## src/rtl/ula_sched.sv

```systemverilog
// ula_sched: two-requester round-robin front end for a single-cycle ULA.
// One operation is in flight at a time; operands are registered on accept,
// the ULA result is captured one cycle later and held until the consumer
// takes it.
//
// state      | meaning
// -----------+-----------------------------------------------
// ST_IDLE    | accepting; arbiter may grant one requester
// ST_EXEC    | ULA evaluating the latched operands
// ST_RESP    | result held on rsp_*, waiting for rsp_ready
module ula_sched (
  input  logic        clk,
  input  logic        rst_n,

  input  logic        req0_valid,
  output logic        req0_ready,
  input  logic [3:0]  req0_select,
  input  logic [31:0] req0_data1,
  input  logic [31:0] req0_data2,

  input  logic        req1_valid,
  output logic        req1_ready,
  input  logic [3:0]  req1_select,
  input  logic [31:0] req1_data1,
  input  logic [31:0] req1_data2,

  output logic [3:0]  select_ula,
  output logic [31:0] data1_in,
  output logic [31:0] data2_in,
  input  logic [31:0] data_out,
  input  logic        zero,

  output logic        rsp_valid,
  input  logic        rsp_ready,
  output logic        rsp_id,
  output logic [31:0] rsp_data,
  output logic        rsp_zero
);

  localparam logic [1:0] ST_IDLE = 2'd0;
  localparam logic [1:0] ST_EXEC = 2'd1;
  localparam logic [1:0] ST_RESP = 2'd2;

  logic [1:0]  state_q, state_d;
  logic        last_grant_q, last_grant_d;
  logic [3:0]  op_sel_q, op_sel_d;
  logic [31:0] op_a_q, op_a_d;
  logic [31:0] op_b_q, op_b_d;
  logic        op_id_q, op_id_d;
  logic [31:0] rsp_data_q, rsp_data_d;
  logic        rsp_zero_q, rsp_zero_d;

  logic        grant0, grant1;
  logic        accept;
  logic        grant_id;

  // Round-robin arbitration: a lone requester wins; under contention the
  // requester that did not win last time wins. Readies are masked by rst_n
  // so they read 0 for the whole reset window, even with valids asserted.
  always_comb begin
    grant0     = req0_valid && (!req1_valid || last_grant_q);
    grant1     = req1_valid && (!req0_valid || !last_grant_q);
    req0_ready = rst_n && (state_q == ST_IDLE) && grant0;
    req1_ready = rst_n && (state_q == ST_IDLE) && grant1;
    accept     = req0_ready || req1_ready;
    grant_id   = req1_ready;
  end

  // Next-state and register-update logic for the three-state sequencer.
  always_comb begin
    state_d      = state_q;
    last_grant_d = last_grant_q;
    op_sel_d     = op_sel_q;
    op_a_d       = op_a_q;
    op_b_d       = op_b_q;
    op_id_d      = op_id_q;
    rsp_data_d   = rsp_data_q;
    rsp_zero_d   = rsp_zero_q;
    case (state_q)
      ST_IDLE: begin
        if (accept) begin
          op_sel_d     = grant_id ? req1_select : req0_select;
          op_a_d       = grant_id ? req1_data1  : req0_data1;
          op_b_d       = grant_id ? req1_data2  : req0_data2;
          op_id_d      = grant_id;
          last_grant_d = grant_id;
          state_d      = ST_EXEC;
        end
      end
      ST_EXEC: begin
        rsp_data_d = data_out;
        rsp_zero_d = zero;
        state_d    = ST_RESP;
      end
      ST_RESP: begin
        if (rsp_ready) begin
          state_d = ST_IDLE;
        end
      end
      default: begin
        state_d = ST_IDLE;
      end
    endcase
  end

  // State and datapath registers; reset drops any in-flight operation.
  always_ff @(posedge clk or negedge rst_n) begin
    if (!rst_n) begin
      state_q      <= ST_IDLE;
      last_grant_q <= 1'b1;
      op_sel_q     <= 4'd0;
      op_a_q       <= 32'd0;
      op_b_q       <= 32'd0;
      op_id_q      <= 1'b0;
      rsp_data_q   <= 32'd0;
      rsp_zero_q   <= 1'b0;
    end else begin
      state_q      <= state_d;
      last_grant_q <= last_grant_d;
      op_sel_q     <= op_sel_d;
      op_a_q       <= op_a_d;
      op_b_q       <= op_b_d;
      op_id_q      <= op_id_d;
      rsp_data_q   <= rsp_data_d;
      rsp_zero_q   <= rsp_zero_d;
    end
  end

  // ULA operands come only from registers, never from the request ports.
  assign select_ula = op_sel_q;
  assign data1_in   = op_a_q;
  assign data2_in   = op_b_q;

  assign rsp_valid  = (state_q == ST_RESP);
  assign rsp_id     = op_id_q;
  assign rsp_data   = rsp_data_q;
  assign rsp_zero   = rsp_zero_q;

endmodule

```

## config.mk

```make
export PLATFORM = sky130hd
export DESIGN_NAME = ula_sched
export DESIGN_NICKNAME = d
export VERILOG_FILES = /design/src/rtl/ula_sched.sv
export SDC_FILE = /design/constraint.sdc
export NUM_CORES = 1
export LEC_CHECK = 0
export CAP_MARGIN = 20
export CORE_ASPECT_RATIO = 0.9
export CORE_MARGIN = 3
export CORE_UTILIZATION = 42
export CTS_CLUSTER_DIAMETER = 50
export DETAILED_ROUTE_END_ITERATION = 10
export PLACE_DENSITY = 0.87
export SYNTH_ARGS = -nofsm -noshare
export SYNTH_HDL_FRONTEND = slang
export SYNTH_SLANG_ARGS = --single-unit
export TNS_END_PERCENT = 1
```

## constraint.sdc

```tcl
create_clock -name clk -period 4.25 [get_ports clk]
set_clock_uncertainty 0.15 [all_clocks]
set_input_delay 0.85 -clock clk [delete_from_list [all_inputs] [get_ports clk]]
set_output_delay 0.85 -clock clk [all_outputs]
set_load 0.03 [all_outputs]
```

Word-level counts from Yosys, hierarchy flattened
Index checks and enable logic that the tools add are counted.
{ "totals": {"wordCells": 32, "output_inout_bits": 105, "register_bits": 105, "inputBits": 174} }
{ "op_classes": {"eq_ne": 4, "reduce_logical": 14, "mux": 6} }
{ "op_table": {"columns": ["cell", "count"], "rows": [
  ["two-way mux 32 bit", 2],
  ["case mux 2 bit (3 select lines)", 1],
  ["logical AND 1 bit", 5],
  ["two-way mux 2 bit", 2],
  ["two-way mux 4 bit", 1],
  ["AND reduction 2 bit", 2],
  ["logical NOT 1 bit", 3],
  ["logical OR 1 bit", 3],
  ["equality test 2 x 1 -> 1 bit (second input constant)", 1],
  ["equality test 2 bit (second input constant)", 1],
  ["logical NOT 2 bit", 1],
  ["inequality test 2 x 1 -> 1 bit (second input constant)", 1],
  ["inequality test 2 bit (second input constant)", 1]
]} }

Longest topological paths before layout
Gate-level depths: netlist of the first run.
{ "depth": {"word_depth": 7, "ltp_mapped": 7, "mapped_depth_nobuf": 3} }

Worst setup path after synthesis of the first run
OpenSTA, ideal clock, no wires.
{ "synth_timing": {"path_kind": "input to output", "start": "in rst_n", "end": "out req1_ready", "arrival_time_ns": 1.928, "path_stages": 4, "setup_slack_ns": 1.322, "cell_sequence": "or3b_1 > buf_2 > buf_6 > nor2_1"} }
{ "synth_via": {"elab_chain_len": 2} }
{ "synth_lines": {"columns": ["element", "line_no", "source"], "rows": [
  ["start: declaration", "13", "input logic rst_n,"],
  ["logical AND 1 bit (2 in series)", "64", "req1_ready = rst_n && (state_q == ST_IDLE) && grant1;"],
  ["end: declaration", "22", "output logic req1_ready,"]
]} }
No other way between the ends.

Worst setup path in the final report of the first run
{ "layout_timing": {"start": "in rst_n", "end": "out req0_ready"} }
{ "layout_via": {"elab_chain_len": 2} }
{ "layout_lines": {"columns": ["element", "line_no", "source"], "rows": [
  ["logical AND 1 bit (2 in series)", "63", "req0_ready = rst_n && (state_q == ST_IDLE) && grant0;"],
  ["end: declaration", "16", "output logic req0_ready,"]
]} }
No other way between the ends.

==> results summary, run 1 <==
The flow ran to the end, and the final reports show no timing, DRC or antenna violations. The setup slack on the worst flop-to-flop path is 1800 ps. The worst register-to-register path ends at data2_in[19]. The post-route setup TNS came out at 0 ps. The number of synthesized register bits came out at 105. STA classifies the critical path startpoint as a primary input. Input and output buffers added on the ports amount to 278. The initial antenna violation count is 0. Leaving out fill and tap cells, the most frequent cell in the layout is sky130_fd_sc_hd__clkdlybuf4s50_1. The average cell area after synthesis is 10.1 sq um. The worst slack at placement came out at 1050 ps. Of the post-synthesis cell area, the dominant cell type holds 53.1%. Dividing the detail-routed wire length by the instance count gives 19.9 microns.

The maximum root-to-sink buffer count is 2. The largest area contributor in the netlist is sky130_fd_sc_hd__dfrtp_1. The first-pass GRT wire length came out at 26700 microns. The pin count of the biggest net entering global routing is 86. The total routed wirelength is 17600 microns. In this run the worst setup path terminates at req0_ready. The distinct cell type count after synthesis is 22. Of the total power, registers draw 31.3%.

The maximum fanout encountered on the critical timing path came out at 23. The part of the power in the clock network is 14.9%. The library cells used most frequently in the layout, excluding fill and tap cells, are 275 x sky130_fd_sc_hd__clkdlybuf4s50_1, 104 x sky130_fd_sc_hd__dfrtp_1, 69 x sky130_fd_sc_hd__nand3_1, 69 x sky130_fd_sc_hd__o21ai_0, 68 x sky130_fd_sc_hd__a21oi_1. The DRC violation count after routing is 0.

The number of antenna repair diodes is 0. The count of nets after finishing came out at 900. The total of cells resized after clock tree synthesis is 0. The count of clock tree sinks is 105.

The synthesis-to-layout area growth came out at 63.3%. TritonCTS built the clock tree. The area enclosed by the die boundary is 0.0130 sq mm. The highest metal layer carrying signal wires in the routed design is met4.

The finished cells cover 0.00801 sq mm. The measured slew at the worst slew-check pin is 935 ps. The overall overflow remaining after global route is 0. The floorplan die width came out at 120 microns. The net count of the mapped netlist is 657. The slowest stage of the critical path is the sky130_fd_sc_hd__buf_4 cell. The final weighted congestion in routability-driven placement came out at 0.874. By area the synthesized netlist is led by sky130_fd_sc_hd__dfrtp_1 53%, sky130_fd_sc_hd__mux2_2 7.6%, sky130_fd_sc_hd__a31oi_1 7.4%, sky130_fd_sc_hd__nand3_1 7.0%, sky130_fd_sc_hd__o21ai_0 7.0%. The cell area that synthesis handed to floorplanning was 0.00490 sq mm.

The power density over cell area came out at 689 mW/mm^2. The clock-pin slew on the worst setup and hold paths came out at 80 ps. The largest voltage drop on the vdd net is 0.000371 V. The overall power after layout is 5.52 mW. The worst register-to-register path begins at state_q[0]. For this block, wires on met1 add up to 6270 microns.

The root buffer cell chosen for the clock tree is sky130_fd_sc_hd__clkbuf_16. The number of synthesis warnings came out at 0. The TritonCTS buffer count came out at 9. Summed over all nets, the half-perimeter wirelength after detailed placement is 12500 microns. The reported net switching power is 2.38 mW. The global-route usage over all layers is 25.9%. The number of stages on the worst setup path is 6. The number of global-route vias before repair is 4976.

The number of hold buffers added after CTS is 0. The post-synthesis sequential area ratio is 53.6%. The leakage component of the power came out at 3.02 nW. Traced cell by cell, the critical path runs through buf_4 > nor3b_2 > buf_4 > nand3_1 > inv_1 > buf_4. The number of placement rows came out at 36. The number of top-level pins is 279.

The initial standard-cell utilization of the core is 44.1%. Setup repair after global routing left no endpoint under its margin. The biggest cell delay along the critical path is 290 ps. Measured in cells, the most critical reg-to-reg path has a length of 5. The combined buffer and inverter count along the critical path came out at 4. The cell seen most often among critical-path stages is sky130_fd_sc_hd__buf_4. The floorplan step defined a core boundary enclosing 0.0111 sq mm. The count of endpoints failing setup in the final report came out at 0. The proportion of layout cells with a drive suffix above 1 is 10.9%. The wire length on met2 is 9020 microns. In the synthesized netlist, the number of instances is 483. The clock insertion delay at the later pin of the skew report is 330 ps.

The portion of the clock cycle consumed by the worst path in the final layout came out at 73.1%. The required time of the critical path is 3250 ps. The clock period minus worst slack came out at 3110 ps.

The DRC violation total after the first TritonRoute iteration came out at 488. The category of the most critical setup path is in2out. The height of the die is 108 microns. The iteration count of the initial detailed-routing pass is 8. The H-tree level count is 3.

Data arrives at the worst endpoint at 2110 ps. Across all layers, the routed design uses 5085 vias. The fraction of power consumed by combinational cells is 53.8%. The routed design uses 1650 microns of met3 wire. The most critical setup path has its startpoint at rst_n. The total count of hold-check failures in the final report came out at 0.

The fraction of power spent switching nets is 43.2%. The mean number of vias per cell came out at 5.76. Headroom to the max-slew limit came out at 37.5%.

The cell area after placement is 0.00768 sq mm. The buffer count from post-CTS setup fixing came out at 0. The highest clock frequency the design can meet came out at 0.322 GHz. The design internal power came out at 3.13 mW.

Once detail routing completed, the nets flagged for antenna violations numbered 0. The smallest setup slack after layout came out at 1140 ps. The final count of pins violating max slew came out at 0. The critical path capture point type is an output pin. The class of the most critical hold timing path is in2async. Among cell families on the critical path, the largest total delay comes from buffers and inverters. Across the run, the number of max-cap violations was 0.
## cells in the mapped netlist
| cell | instances |
|---|---|
| sky130_fd_sc_hd__dfrtp_1 | 104 |
| sky130_fd_sc_hd__nand3_1 | 69 |
| sky130_fd_sc_hd__o21ai_0 | 69 |
| sky130_fd_sc_hd__a21oi_1 | 68 |
| sky130_fd_sc_hd__a31oi_1 | 58 |
| sky130_fd_sc_hd__mux2_2 | 33 |
| sky130_fd_sc_hd__buf_2 | 26 |
| sky130_fd_sc_hd__clkbuf_1 | 25 |
| sky130_fd_sc_hd__a31oi_2 | 10 |
| sky130_fd_sc_hd__buf_6 | 5 |
| sky130_fd_sc_hd__nand2b_1 | 3 |
| sky130_fd_sc_hd__a21o_1 | 2 |
| sky130_fd_sc_hd__inv_1 | 2 |
| sky130_fd_sc_hd__a21bo_2 | 1 |
| sky130_fd_sc_hd__a21boi_2 | 1 |
| sky130_fd_sc_hd__and2_1 | 1 |
| sky130_fd_sc_hd__buf_4 | 1 |
| sky130_fd_sc_hd__dfstp_2 | 1 |
| sky130_fd_sc_hd__nor2_1 | 1 |
| sky130_fd_sc_hd__nor3b_1 | 1 |
| sky130_fd_sc_hd__or2_1 | 1 |
| sky130_fd_sc_hd__or3b_1 | 1 |
## cell families after synthesis
| group | Yosys count | share of synthesized area [%] |
|---|---|---|
| compound gates | 209 | 24.7 |
| buf+inv | 59 | 6.02 |
| flops | 105 | 53.6 |
| mux | 33 | 7.58 |
| simple gates | 77 | 8.09 |
## registers in the layout, summed over array words and instances (netlist names)
signal        flops
data2_in         32
rsp_data         32
rsp_id            1
data1_in         32
rsp_zero          1
state_q           2
select_ula        4
last_grant_q      1
## power groups by stage
stage                     sequential, mW  combinational (mW)  clock, mW
final                               1.73                2.97      0.822
after global routing                1.78                3.11      0.875
after CTS                           1.73                2.98      0.838
after detailed placement            1.74                2.97          0
after global placement              1.71                2.90          0
after floorplan                     2.61               0.746          0
## metrics by stage
| step | utilization (%) | instances | hold slack [ps] |
|---|---|---|---|
| after global placement | 69.0 | 866 | 329 |
| after CTS | 71.7 | 882 | 258 |
| after global routing | 72.0 | 883 | 261 |
| after floorplan | - | 483 | 363 |
| after detailed placement | 69.0 | 866 | 325 |
| final | 72.0 | 883 | 261 |
## per-layer routing
layer  vias to the layer above  global-route usage (%)
met3                        50                    8.05
met5                         -                       0
met1                      2413                    29.8
met4                         0                    9.89
li1                       2282                       -
met2                       340                    45.5
## layout make-up
type	count	area, sq um
fill	824	3120
inverter	2	7.51
timing repair buffer	289	2890
clock inverter	7	72.6
sequential	105	2630
multi-input combinational	319	1990
tap	152	190
clock buffer	9	225
## how the worst min path moves through the flow
stage                 startpoint            to  slack [ps]  cells after the start
floorplan           last_grant_q  last_grant_q         360                      1
global placement          rsp_id        rsp_id         330                      1
detailed placement        rsp_id        rsp_id         320                      1
CTS                        rst_n  data1_in[23]         260                      1
global route               rst_n  data2_in[25]         260                      1
finish                     rst_n  data1_in[31]         260                      1
Power figures use the tool's default switching activity.
==> inputs of run 2 (changes only) <==
Settings changed: CORE_UTILIZATION 42 to 39, PLACE_DENSITY 0.87 to 0.82.
Clock period 4.25 ns to 3.2 ns, I/O delays scaled along.
==> run 2 against run 1 <==
Clock power up 28%. Critical path depth is 3 lower. Power grew 32%. Global-route usage down 2.3 points. Via count is 3.2% lower. Critical path type is now reg2out. Largest cell class unchanged.
==> results summary, run 2 (synthesis gave the netlist of run 1 again) <==
The measured slew at the worst slew-check pin came out at 633 ps (-302 ps). The DRC violation count after routing is 0 (unchanged). The critical path's top delay family is simple AND/OR/NAND/NOR gates. The required time of the critical path was 2410 ps (-840 ps). The mean number of vias per cell came to 5.51 (-4.3%).

The normalized max-slew margin was 57.8% (+20 points). The cell area after placement is 0.00774 sq mm (+0.81%). TritonCTS built the clock tree. The final weighted congestion in routability-driven placement is 0.822 (-5.9%). The largest voltage drop on the vdd net is 0.000394 V (+6.3%).

The iteration count of the initial detailed-routing pass was 5 (-3). The number of nets with antenna violations after detailed routing came out at 0 (unchanged). Setup repair after global routing left no endpoint under its margin. The post-detailed-route wirelength per cell came out at 18.8 microns (-5.4%). The number of I/O port buffers came out at 278 (unchanged). The path class of the tightest hold or removal check is in2async. The final instance area is 0.00805 sq mm (+0.59%).

The number of hold buffers added after CTS was 0 (unchanged). The clock period minus worst slack came out at 2760 ps. The height of the die is 112 microns (+3.6%). The buffer count from post-CTS setup fixing is 0 (unchanged). The count of nets after finishing is 902 (+0.22%).

The post-route setup TNS came out at 0 ps (unchanged). The number of top-level pins came out at 279 (unchanged). The maximum fanout encountered on the critical timing path came out at 27 (+17%).

The number of antenna repair diodes is 0 (unchanged). The count of endpoints failing setup in the final report came out at 0 (unchanged). The number of global-route vias before repair is 5016 (+0.80%).

The leakage component of the power came out at 3.04 nW (+0.67%). The floorplan die width is 124 microns (+3.6%). Among all stages on the critical path, the largest delay is contributed by sky130_fd_sc_hd__or3b_2. The root buffer cell is sky130_fd_sc_hd__clkbuf_16. The biggest cell delay along the critical path came out at 720 ps (+430 ps). The total count of hold-check failures in the final report came out at 0 (unchanged). By startpoint and endpoint, the worst setup path is classified as reg2out. The combined buffer and inverter count along the critical path was 1 (-3). The flow ran to the end, and the final reports show no timing, DRC or antenna violations. The pin count of the biggest net entering global routing came to 81 (-5.8%). The total of cells resized after clock tree synthesis is 0 (unchanged). The power density over cell area is 902 mW/mm^2 (+31%). The signal arrival time at the worst endpoint came out at 1970 ps (-140 ps). The TritonCTS buffer count came out at 9 (unchanged). The number of placement rows is 38 (+5.6%). The DRC violation total after the first TritonRoute iteration is 342 (-30%). The critical path goes through or3b_2 > nor2_1 > buf_4.

STA classifies the critical path startpoint as a register. The initial antenna violation count came out at 0 (unchanged). STA classifies the critical path endpoint as an output pin. The clock-pin slew on the worst setup and hold paths came out at 80 ps (about the same). The global-route usage over all layers was 23.6% (-2.3 points). The final count of pins violating max slew came out at 0 (unchanged). The core outline area came out at 0.0122 sq mm (+9.4%).

The portion of the clock cycle consumed by the worst path in the final layout came out at 86.2%. The maximum root-to-sink buffer count is 2 (unchanged). The synthesis-to-layout area growth is 64.3%. The overall overflow remaining after global route came out at 0 (unchanged). The total routed wirelength came to 16800 microns (-4.4%). The worst slack on hold paths came out at 174 ps (-86.9 ps). The count of clock tree sinks is 105 (unchanged). The first-pass GRT wire length came out at 26100 microns (-2.4%). The fill cell total of the finished layout is 977 (+19%). The total number of vias is 4920 (-3.2%). The proportion of layout cells with a drive suffix above 1 is 11.1% (+0.11 points). The placed wire-length estimate after detailed placement came out at 11700 microns (-6.0%).

The initial standard-cell utilization of the core came out at 40.3% (-3.8 points). The H-tree level count is 3 (unchanged). The top cell types in the final layout, fill and taps aside, are 275 x sky130_fd_sc_hd__clkdlybuf4s50_1, 104 x sky130_fd_sc_hd__dfrtp_1, 69 x sky130_fd_sc_hd__nand3_1, 69 x sky130_fd_sc_hd__o21ai_0, 68 x sky130_fd_sc_hd__a21oi_1. The number of max-capacitance violations reported came to 0 (unchanged). Leaving out fill and tap cells, the most frequent cell in the layout is sky130_fd_sc_hd__clkdlybuf4s50_1. The area enclosed by the die boundary came out at 0.0140 sq mm (+7.3%). The clock insertion delay at the later pin of the skew report came out at 340 ps (about the same). The highest clock frequency the design can meet came out at 0.363 GHz.
[run 2: cell type report]
class                   count  area (sq um)  share of cell area, %
inverters                   2          7.51                 0.0932
clock buffers              11           243                   3.01
multi-input cells         319          1990                   24.7
flip-flops and latches    105          2630                   32.6
clock inverters             5          40.0                  0.497
repair buffers            291          2940                   36.5
well taps                 160           200                   2.49
[run 2: path summary, 6_finish.rpt]
check / from / end / slack, ps / depth (start not counted)
worst min-delay path: rst_n / data2_in[14] / 170 / 2
worst min register to register: rsp_data[20] / rsp_data[20] / 360 / 1
min in group clk: rsp_data[20] / rsp_data[20] / 360 / 1
worst max-delay path: state_q[0] / req1_ready / 440 / 3
max in group asynchronous: rst_n / last_grant_q / 1780 / 4
worst max register to register: state_q[0] / data2_in[28] / 1020 / 4
[run 2: routing by layer]
metal	up-vias	global-route usage, %	wire [microns]
li1	2279	-	-
met1	2375	29.3	6580
met2	238	39.9	8360
met3	28	5.94	1490
met4	0	8.32	395
met5	-	0	0
[run 2: where the power goes]
part / internal (mW) / switching [mW] / total, mW
clock network: 0.556 / 0.498 / 1.05
registers: 1.94 / 0.349 / 2.29
logic: 1.69 / 2.24 / 3.93
total: 4.18 / 3.08 / 7.27
[run 2: worst register-to-register path: stages, from the launching register on]
cell                      delay, ps
sky130_fd_sc_hd__dfrtp_1        410
sky130_fd_sc_hd__or3b_2         720
sky130_fd_sc_hd__buf_4          370
sky130_fd_sc_hd__o21ai_0        290
sky130_fd_sc_hd__a31oi_2        120
[run 2: stage by stage]
step | instances | util (%) | power [mW] | setup slack, ps
after global placement | 876 | 63.6 | 6.14 | 492
after CTS | 892 | 65.9 | 7.32 | 423
after global routing | 893 | 66.2 | 7.65 | 331
after detailed placement | 876 | 63.6 | 6.25 | 433
after floorplan | 483 | - | 4.46 | 692
final | 893 | 66.2 | 7.27 | 442
